==> src/rtl/ctrl_pkg.sv <==
// Shared definitions for the registered control unit: instruction type codes,
// ALU operation codes, immediate-format codes, the control bundle struct and
// the FSM state encoding used by control_unit_pipe.
// Latency: n/a (definitions only). Backpressure: n/a.
package ctrl_pkg;

  // instruction_type codes; 2'b11 is reserved and decodes as illegal
  localparam logic [1:0] TYPE_MEM  = 2'b00;
  localparam logic [1:0] TYPE_DATA = 2'b01;
  localparam logic [1:0] TYPE_CTRL = 2'b10;

  // Native ALU operation codes; the top zero-extends these to ALUOP_W
  localparam int         ALU_W   = 3;
  localparam logic [2:0] ALU_ADD = 3'd0;
  localparam logic [2:0] ALU_SUB = 3'd1;
  localparam logic [2:0] ALU_MUL = 3'd2;
  localparam logic [2:0] ALU_DIV = 3'd3;
  localparam logic [2:0] ALU_AND = 3'd4;
  localparam logic [2:0] ALU_OR  = 3'd5;
  localparam logic [2:0] ALU_CLI = 3'd6;

  // Immediate formats
  localparam logic [1:0] IMM_BR  = 2'b00;
  localparam logic [1:0] IMM_MEM = 2'b01;
  localparam logic [1:0] IMM_ALU = 2'b10;

  // Width of the mul/div stretch counter (MULDIV_LAT is at most 15)
  localparam int CNT_W = 4;

  typedef struct packed {
    logic             branch_b;
    logic             branch_i;
    logic             branch_geq;
    logic             branch_leq;
    logic             mem_to_reg;
    logic             mem_read;
    logic             mem_write;
    logic             alu_src;
    logic             reg_write;
    logic             reg_src2;
    logic             reg_src1;
    logic [ALU_W-1:0] alu_op;
    logic [1:0]       imm_src;
  } ctrl_bundle_t;

  typedef enum logic [1:0] {
    ST_IDLE   = 2'd0,
    ST_HOLD   = 2'd1,
    ST_MULDIV = 2'd2
  } ctrl_state_t;

  // All-zero bundle: what illegal encodings and reset produce
  function automatic ctrl_bundle_t ctrl_nop();
    return '0;
  endfunction

  // Multi-cycle operations are identified purely by their ALU code
  function automatic logic ctrl_is_muldiv(input logic [ALU_W-1:0] op);
    return (op == ALU_MUL) || (op == ALU_DIV);
  endfunction

endpackage

==> src/rtl/control_unit_pipe_decode.sv <==
// ctrl_decode: purely combinational instruction-field decoder.
// Latency: 0 cycles (combinational). Backpressure: none, the caller registers.
// Ports: i_type/i_func in -> o_bundle (control bundle, NOP when illegal),
//        o_is_illegal (reserved type, unlisted data func, or func bits above 4 set).
module ctrl_decode
  import ctrl_pkg::*;
#(
  parameter int FUNC_W = 5
) (
  input  logic [1:0]        i_type,
  input  logic [FUNC_W-1:0] i_func,
  output ctrl_bundle_t      o_bundle,
  output logic              o_is_illegal
);

  logic [4:0]   w_f;
  logic         w_upper_nz;
  logic         w_ill;
  ctrl_bundle_t w_b;

  assign w_f        = i_func[4:0];
  // Any set bit above func[4] makes the encoding illegal
  assign w_upper_nz = (i_func >> 5) != '0;

  always_comb begin
    w_b   = ctrl_nop();
    w_ill = 1'b0;
    case (i_type)
      TYPE_MEM: begin
        w_b.alu_src = 1'b1;
        w_b.alu_op  = ALU_ADD;
        w_b.imm_src = IMM_MEM;
        if (w_f[4]) begin
          w_b.mem_write = 1'b1;
        end else begin
          w_b.mem_read   = 1'b1;
          w_b.mem_to_reg = 1'b1;
          w_b.reg_write  = 1'b1;
        end
      end
      TYPE_DATA: begin
        if (!w_f[4]) begin
          // Register forms: only 00000..00011 exist, func[1:0] is the op
          if (w_f[3:2] == 2'b00) begin
            w_b.alu_op    = {1'b0, w_f[1:0]};
            w_b.reg_write = 1'b1;
          end else begin
            w_ill = 1'b1;
          end
        end else begin
          // Immediate forms 10100..11010 map to ALU codes 0..6
          if ((w_f[3:0] >= 4'd4) && (w_f[3:0] <= 4'd10)) begin
            w_b.alu_op    = ALU_W'(w_f[3:0] - 4'd4);
            w_b.alu_src   = 1'b1;
            w_b.reg_write = 1'b1;
            w_b.imm_src   = IMM_ALU;
          end else begin
            w_ill = 1'b1;
          end
        end
      end
      TYPE_CTRL: begin
        w_b.alu_op   = ALU_SUB;
        w_b.imm_src  = IMM_BR;
        w_b.reg_src2 = 1'b1;
        w_b.reg_src1 = 1'b1;
        case (w_f[4:3])
          2'b00:   w_b.branch_b   = 1'b1;
          2'b10:   w_b.branch_i   = 1'b1;
          2'b01:   w_b.branch_geq = 1'b1;
          default: w_b.branch_leq = 1'b1;
        endcase
      end
      default: w_ill = 1'b1;
    endcase
  end

  assign o_is_illegal = w_ill | w_upper_nz;
  assign o_bundle     = o_is_illegal ? ctrl_nop() : w_b;

endmodule

==> src/rtl/control_unit_pipe.sv <==
// control_unit_pipe: registered, handshaked instruction decoder with a one-entry
// output register; mul/div stretched by MULDIV_LAT extra cycles.
// Latency 1 cycle (1+MULDIV_LAT for mul/div); backpressure via out_ready holds
// the bundle and drops in_ready; flush empties the stage, rst overrides all.
// Ports: clk/rst (sync, active high); in_valid/in_ready + instruction_type/func
//        in; flush; out_valid/out_ready + control bundle out; busy; illegal.
// Optional CTRL_ILLEGAL_TRAP_EN: makes `illegal` a sticky flag set by any
// accepted illegal encoding (cleared only by rst); otherwise it is tied to 0.
module control_unit_pipe
  import ctrl_pkg::*;
#(
  parameter int FUNC_W     = 5,
  parameter int ALUOP_W    = 3,
  parameter int MULDIV_LAT = 4
) (
  input  logic               clk,
  input  logic               rst,
  input  logic               in_valid,
  output logic               in_ready,
  input  logic [1:0]         instruction_type,
  input  logic [FUNC_W-1:0]  func,
  input  logic               flush,
  output logic               out_valid,
  input  logic               out_ready,
  output logic               BranchB,
  output logic               BranchI,
  output logic               BranchGEQ,
  output logic               BranchLEQ,
  output logic               MemToReg,
  output logic               MemRead,
  output logic               MemWrite,
  output logic               ALUSrc,
  output logic               RegWrite,
  output logic               RegSrc2,
  output logic               RegSrc1,
  output logic [ALUOP_W-1:0] ALUOp,
  output logic [1:0]         ImmSrc,
  output logic               busy,
  output logic               illegal
);

  localparam logic [CNT_W-1:0] CNT_LOAD = CNT_W'(MULDIV_LAT - 1);

  ctrl_state_t      r_state;
  ctrl_bundle_t     r_bundle;
  logic             r_out_valid;
  logic             r_busy;
  logic [CNT_W-1:0] r_cnt;

  ctrl_bundle_t     w_dec;
  logic             w_is_illegal;
  logic             w_dec_muldiv;
  logic             w_in_ready;
  logic             w_accept;

  ctrl_decode #(
    .FUNC_W(FUNC_W)
  ) u_decode (
    .i_type      (instruction_type),
    .i_func      (func),
    .o_bundle    (w_dec),
    .o_is_illegal(w_is_illegal)
  );

  assign w_dec_muldiv = ctrl_is_muldiv(w_dec.alu_op);

  // Ready whenever the output register is empty or is being drained this
  // cycle; never while mul/div is stretching, and never in a flush cycle
  // so flush wins over a simultaneous in_valid.
  assign w_in_ready = !rst && !flush && (r_state != ST_MULDIV)
                      && (!r_out_valid || out_ready);
  assign w_accept   = in_valid && w_in_ready;

  always_ff @(posedge clk) begin
    if (rst) begin
      r_state     <= ST_IDLE;
      r_bundle    <= ctrl_nop();
      r_out_valid <= 1'b0;
      r_busy      <= 1'b0;
      r_cnt       <= '0;
    end else if (flush) begin
      // Bundle contents are left as-is; out_valid=0 makes them meaningless
      r_state     <= ST_IDLE;
      r_out_valid <= 1'b0;
      r_busy      <= 1'b0;
      r_cnt       <= '0;
    end else begin
      case (r_state)
        ST_IDLE, ST_HOLD: begin
          if (w_accept) begin
            r_bundle <= w_dec;
            if (w_dec_muldiv) begin
              r_state     <= ST_MULDIV;
              r_cnt       <= CNT_LOAD;
              r_out_valid <= 1'b0;
              r_busy      <= 1'b1;
            end else begin
              r_state     <= ST_HOLD;
              r_out_valid <= 1'b1;
            end
          end else if (r_out_valid && out_ready) begin
            r_state     <= ST_IDLE;
            r_out_valid <= 1'b0;
          end
        end
        ST_MULDIV: begin
          // Counter runs LAT-1 .. 0, giving exactly MULDIV_LAT busy cycles
          if (r_cnt == '0) begin
            r_state     <= ST_HOLD;
            r_out_valid <= 1'b1;
            r_busy      <= 1'b0;
          end else begin
            r_cnt <= r_cnt - 1'b1;
          end
        end
        default: begin
          r_state     <= ST_IDLE;
          r_out_valid <= 1'b0;
          r_busy      <= 1'b0;
          r_cnt       <= '0;
        end
      endcase
    end
  end

`ifdef CTRL_ILLEGAL_TRAP_EN
  logic r_illegal;

  // Sticky: only rst clears it; flush deliberately leaves it alone
  always_ff @(posedge clk) begin
    if (rst) begin
      r_illegal <= 1'b0;
    end else if (w_accept && w_is_illegal) begin
      r_illegal <= 1'b1;
    end
  end

  assign illegal = r_illegal;
`else
  logic w_unused_illegal;
  assign w_unused_illegal = w_is_illegal;
  assign illegal          = 1'b0;
`endif

  assign in_ready  = w_in_ready;
  assign out_valid = r_out_valid;
  assign busy      = r_busy;
  assign BranchB   = r_bundle.branch_b;
  assign BranchI   = r_bundle.branch_i;
  assign BranchGEQ = r_bundle.branch_geq;
  assign BranchLEQ = r_bundle.branch_leq;
  assign MemToReg  = r_bundle.mem_to_reg;
  assign MemRead   = r_bundle.mem_read;
  assign MemWrite  = r_bundle.mem_write;
  assign ALUSrc    = r_bundle.alu_src;
  assign RegWrite  = r_bundle.reg_write;
  assign RegSrc2   = r_bundle.reg_src2;
  assign RegSrc1   = r_bundle.reg_src1;
  assign ALUOp     = ALUOP_W'(r_bundle.alu_op);
  assign ImmSrc    = r_bundle.imm_src;

endmodule

==> config.mk <==
export PLATFORM = sky130hd
export DESIGN_NAME = control_unit_pipe
export DESIGN_NICKNAME = d
export VERILOG_FILES = /design/src/rtl/ctrl_pkg.sv /design/src/rtl/control_unit_pipe_decode.sv /design/src/rtl/control_unit_pipe.sv
export SDC_FILE = /design/constraint.sdc
export NUM_CORES = 1
export LEC_CHECK = 0
export CORE_UTILIZATION = 54
export DETAILED_ROUTE_END_ITERATION = 10
export PLACE_DENSITY = 0.93
export SLEW_MARGIN = 5
export SYNTH_ARGS = -nofsm -noshare
export SYNTH_HDL_FRONTEND = slang
export SYNTH_HIERARCHICAL = 1
export SYNTH_SLANG_ARGS = --single-unit
==> constraint.sdc <==
create_clock -name clk -period 2.9 [get_ports clk]
set_input_delay 0.29 -clock clk [delete_from_list [all_inputs] [get_ports clk]]
set_output_delay 0.29 -clock clk [all_outputs]
set_load 0.005 [all_outputs]
==> results.py <==
metrics = {
    "grt": {
        "grt_pass1_wl_um": 5320,
        "grt_usage": 0.258,
        "grt_max_degree": 21,
        "grt-ovfl-total": 0,
        "antenna_found_initial": 0,
        "grt_pass1_vias": 1233,
    },
    "final_layout": {
        "fillers": 209,
        "antenna_cells": 0,
        "area_growth_pct": 19.0,
        "drive_above_1_share": 0.141,
        "final_area_mm2": 0.00169,
        "layoutNonFillerInstCount": 207,
        "finalNetCount": 192,
    },
    "cts": {
        "hold_buffers": 0,
        "cts_tree": "built",
        "cts_setup_buffers": 0,
        "path_clk_slew_ps": 130,
        "cts_made_buffers": 3,
        "insertion_delay_ps": 310,
        "clock-sinks": 23,
        "clk_path_buf_depth": 2,
        "cts_root_buf": "clkbuf_4",
        "htree_levels": 1,
        "cts_resized": 0,
    },
    "yosys": {
        "yosys_warnings": 6,
        "syn-num-nets": 172,
        "syn_avg_cell_area_um2": 9.01,
        "postSynthCellCount": 158,
        "synth_area_mm2": 0.00142,
    },
    "sta": {
        "drv_slew": 0,
        "totalNegativeSetupSlack_ps": 0,
        "grt_setup_unrepaired": "no",
        "period_needed_ps": 2190,
        "fmax_ghz": 0.456,
        "hold_violations": 0,
        "post-route-period-util": 0.756,
        "setup_viol": 0,
        "fin_skew_ps": 1.14,
        "timing.slew.headroom": 0.383,
        "tightest_slew_ps": 925,
    },
    "place": {
        "globalplace.congestion": 0.907,
        "hpwl_um": 2370,
        "place_inst": 203,
        "placed_area_mm2": 0.00167,
        "io_buffers": 30,
    },
    "floorplan": {
        "die_x_um": 53.4,
        "io_pins": 32,
        "dieArea_mm2": 0.00285,
        "fp-row-count": 18,
        "core_mm2": 0.00248,
        "start_util": 0.575,
        "chipHeight_um": 53.4,
    },
    "setup_path": {
        "critPathSlowestCell": "clkdlybuf4s50_1",
        "cp_max_fo": 5,
        "cp.required_ps": 2610,
        "worst-endpoint-arrival_ps": 1900,
        "path_class": "input pin to output pin",
        "reg2reg_from": "r_state[1]$_SDFFE_PP0P_",
        "r2r_end": "r_cnt[1]$_SDFFE_PP0P_",
        "rr_worst_depth": 3,
        "slowest_delay_ps": 530,
        "path_common_cell": "clkdlybuf4s50_1",
        "ff2ff_setup_slack_ps": 980,
        "worstPathCellList": "clkdlybuf4s50_1 -> or2_2 -> nor3_1 -> clkdlybuf4s50_1",
        "critPathLaunchType": "input pin",
        "end_kind": "output pin",
    },
    "detailed_routing": {
        "wirelength_um": 3280,
        "post-route-drc-count": 0,
        "dr.first_iter.drc_count": 36,
        "dr_total_vias": 1324,
        "dr.pass1.iters": 4,
        "ant_nets": 0,
        "wl_per_cell_um": 15.8,
        "viasPerCell": 6.40,
    },
    "min_path": {
        "min_path_type": "flop to flop",
        "worstHoldEndpoint": "RegSrc2$_SDFFE_PP0P_",
        "min-delay-start": "RegSrc2$_SDFFE_PP0P_",
        "min_path_cells": 2,
    },
    "power": {
        "leakage_nw": 0.597,
        "powerDensity_mw_per_mm2": 334,
        "irDropWorstVdd_v": 0.000222,
        "power.total_mw": 0.565,
    },
    "status": {
        "outcome": "complete, no violations",
    },
    "job": {
        "drv_cap": 0,
    },
}
-- how the worst max path moves through the flow --
stage	startpoint	to	slack (ps)
final	flush	in_ready	710
after CTS	flush	in_ready	700
after global routing	flush	in_ready	620
after global placement	flush	r_cnt[0]$_SDFFE_PP0P_	680
after detailed placement	flush	r_cnt[1]$_SDFFE_PP0P_	620
after floorplan	instruction_type[0]	r_cnt[3]$_SDFFE_PP0P_	1290
-- metrics by stage --
step | setup WS, ps | util | hold WS (ps)
floorplan | 1290 | - | 460
global placement | 681 | 0.673 | 457
detailed placement | 618 | 0.673 | 461
CTS | 701 | 0.684 | 479
global route | 616 | 0.684 | 499
finish | 709 | 0.684 | 478
-- worst max-delay path: cells and delay by family --
kind,cells,cell delay (ps)
buffers and inverters,2,1050
AND/OR/NAND/NOR,2,560
-- layout by cell type (no fill, tap or decap), types with 2 or more instances in the layout --
| cell type | instances |
|---|---|
| clkdlybuf4s50_1 | 30 |
| dfxtp_1 | 23 |
| a21oi_1 | 19 |
| nand4_1 | 17 |
| o31ai_2 | 10 |
| o31ai_1 | 6 |
| nor3_1 | 5 |
| nand2b_1 | 5 |
| inv_1 | 4 |
| nor2b_1 | 3 |
| nor2_1 | 3 |
| nand3_1 | 3 |
| clkbuf_4 | 3 |
| buf_4 | 3 |
| nand2_1 | 3 |
| or3_1 | 2 |
| o21ai_0 | 2 |
| o211a_1 | 2 |
| o311a_1 | 2 |
| o21a_1 | 2 |
| and2_1 | 2 |
| ha_1 | 2 |
| and3_1 | 2 |
-- final cells by class --
type | count | area (µm²) | share of cell area
timing repair buffer | 33 | 323 | 0.191
clock buffer | 3 | 22.5 | 0.0133
clock inverter | 1 | 5.00 | 0.00295
tap | 30 | 37.5 | 0.0222
inverter | 5 | 18.8 | 0.0111
multi-input combinational | 112 | 827 | 0.488
sequential | 23 | 460 | 0.272
-- metal layers --
metal  vias up  part of all wire  GRT usage  wire length [µm]
met5         -                 0          0                 0
met3        14             0.057     0.0575               187
met1       618              0.44      0.311              1450
met4         0             0.027      0.132                87
li1        636                 -          -                 -
met2        56              0.47      0.421              1560
-- power by group --
part / leakage, nW / switching, mW / total [mW] / internal, mW
clock: 0.0177 / 0.103 / 0.155 / 0.0516
sequential: 0.186 / 0.00250 / 0.322 / 0.319
combinational: 0.394 / 0.0523 / 0.0888 / 0.0365
total: 0.597 / 0.158 / 0.565 / 0.407
-- sequential cells by signal (all words and copies together), names as in the netlist --
register and cells:
ImmSrc 2, BranchLEQ 1, BranchI 1, busy 1, MemWrite 1, r_cnt 4, ALUOp 3, BranchB 1
MemRead 1, RegWrite 1, r_state 1, RegSrc2 1, ALUSrc 1, out_valid 1, RegSrc1 1, MemToReg 1
BranchGEQ 1
Power figures use the tool's default switching activity.
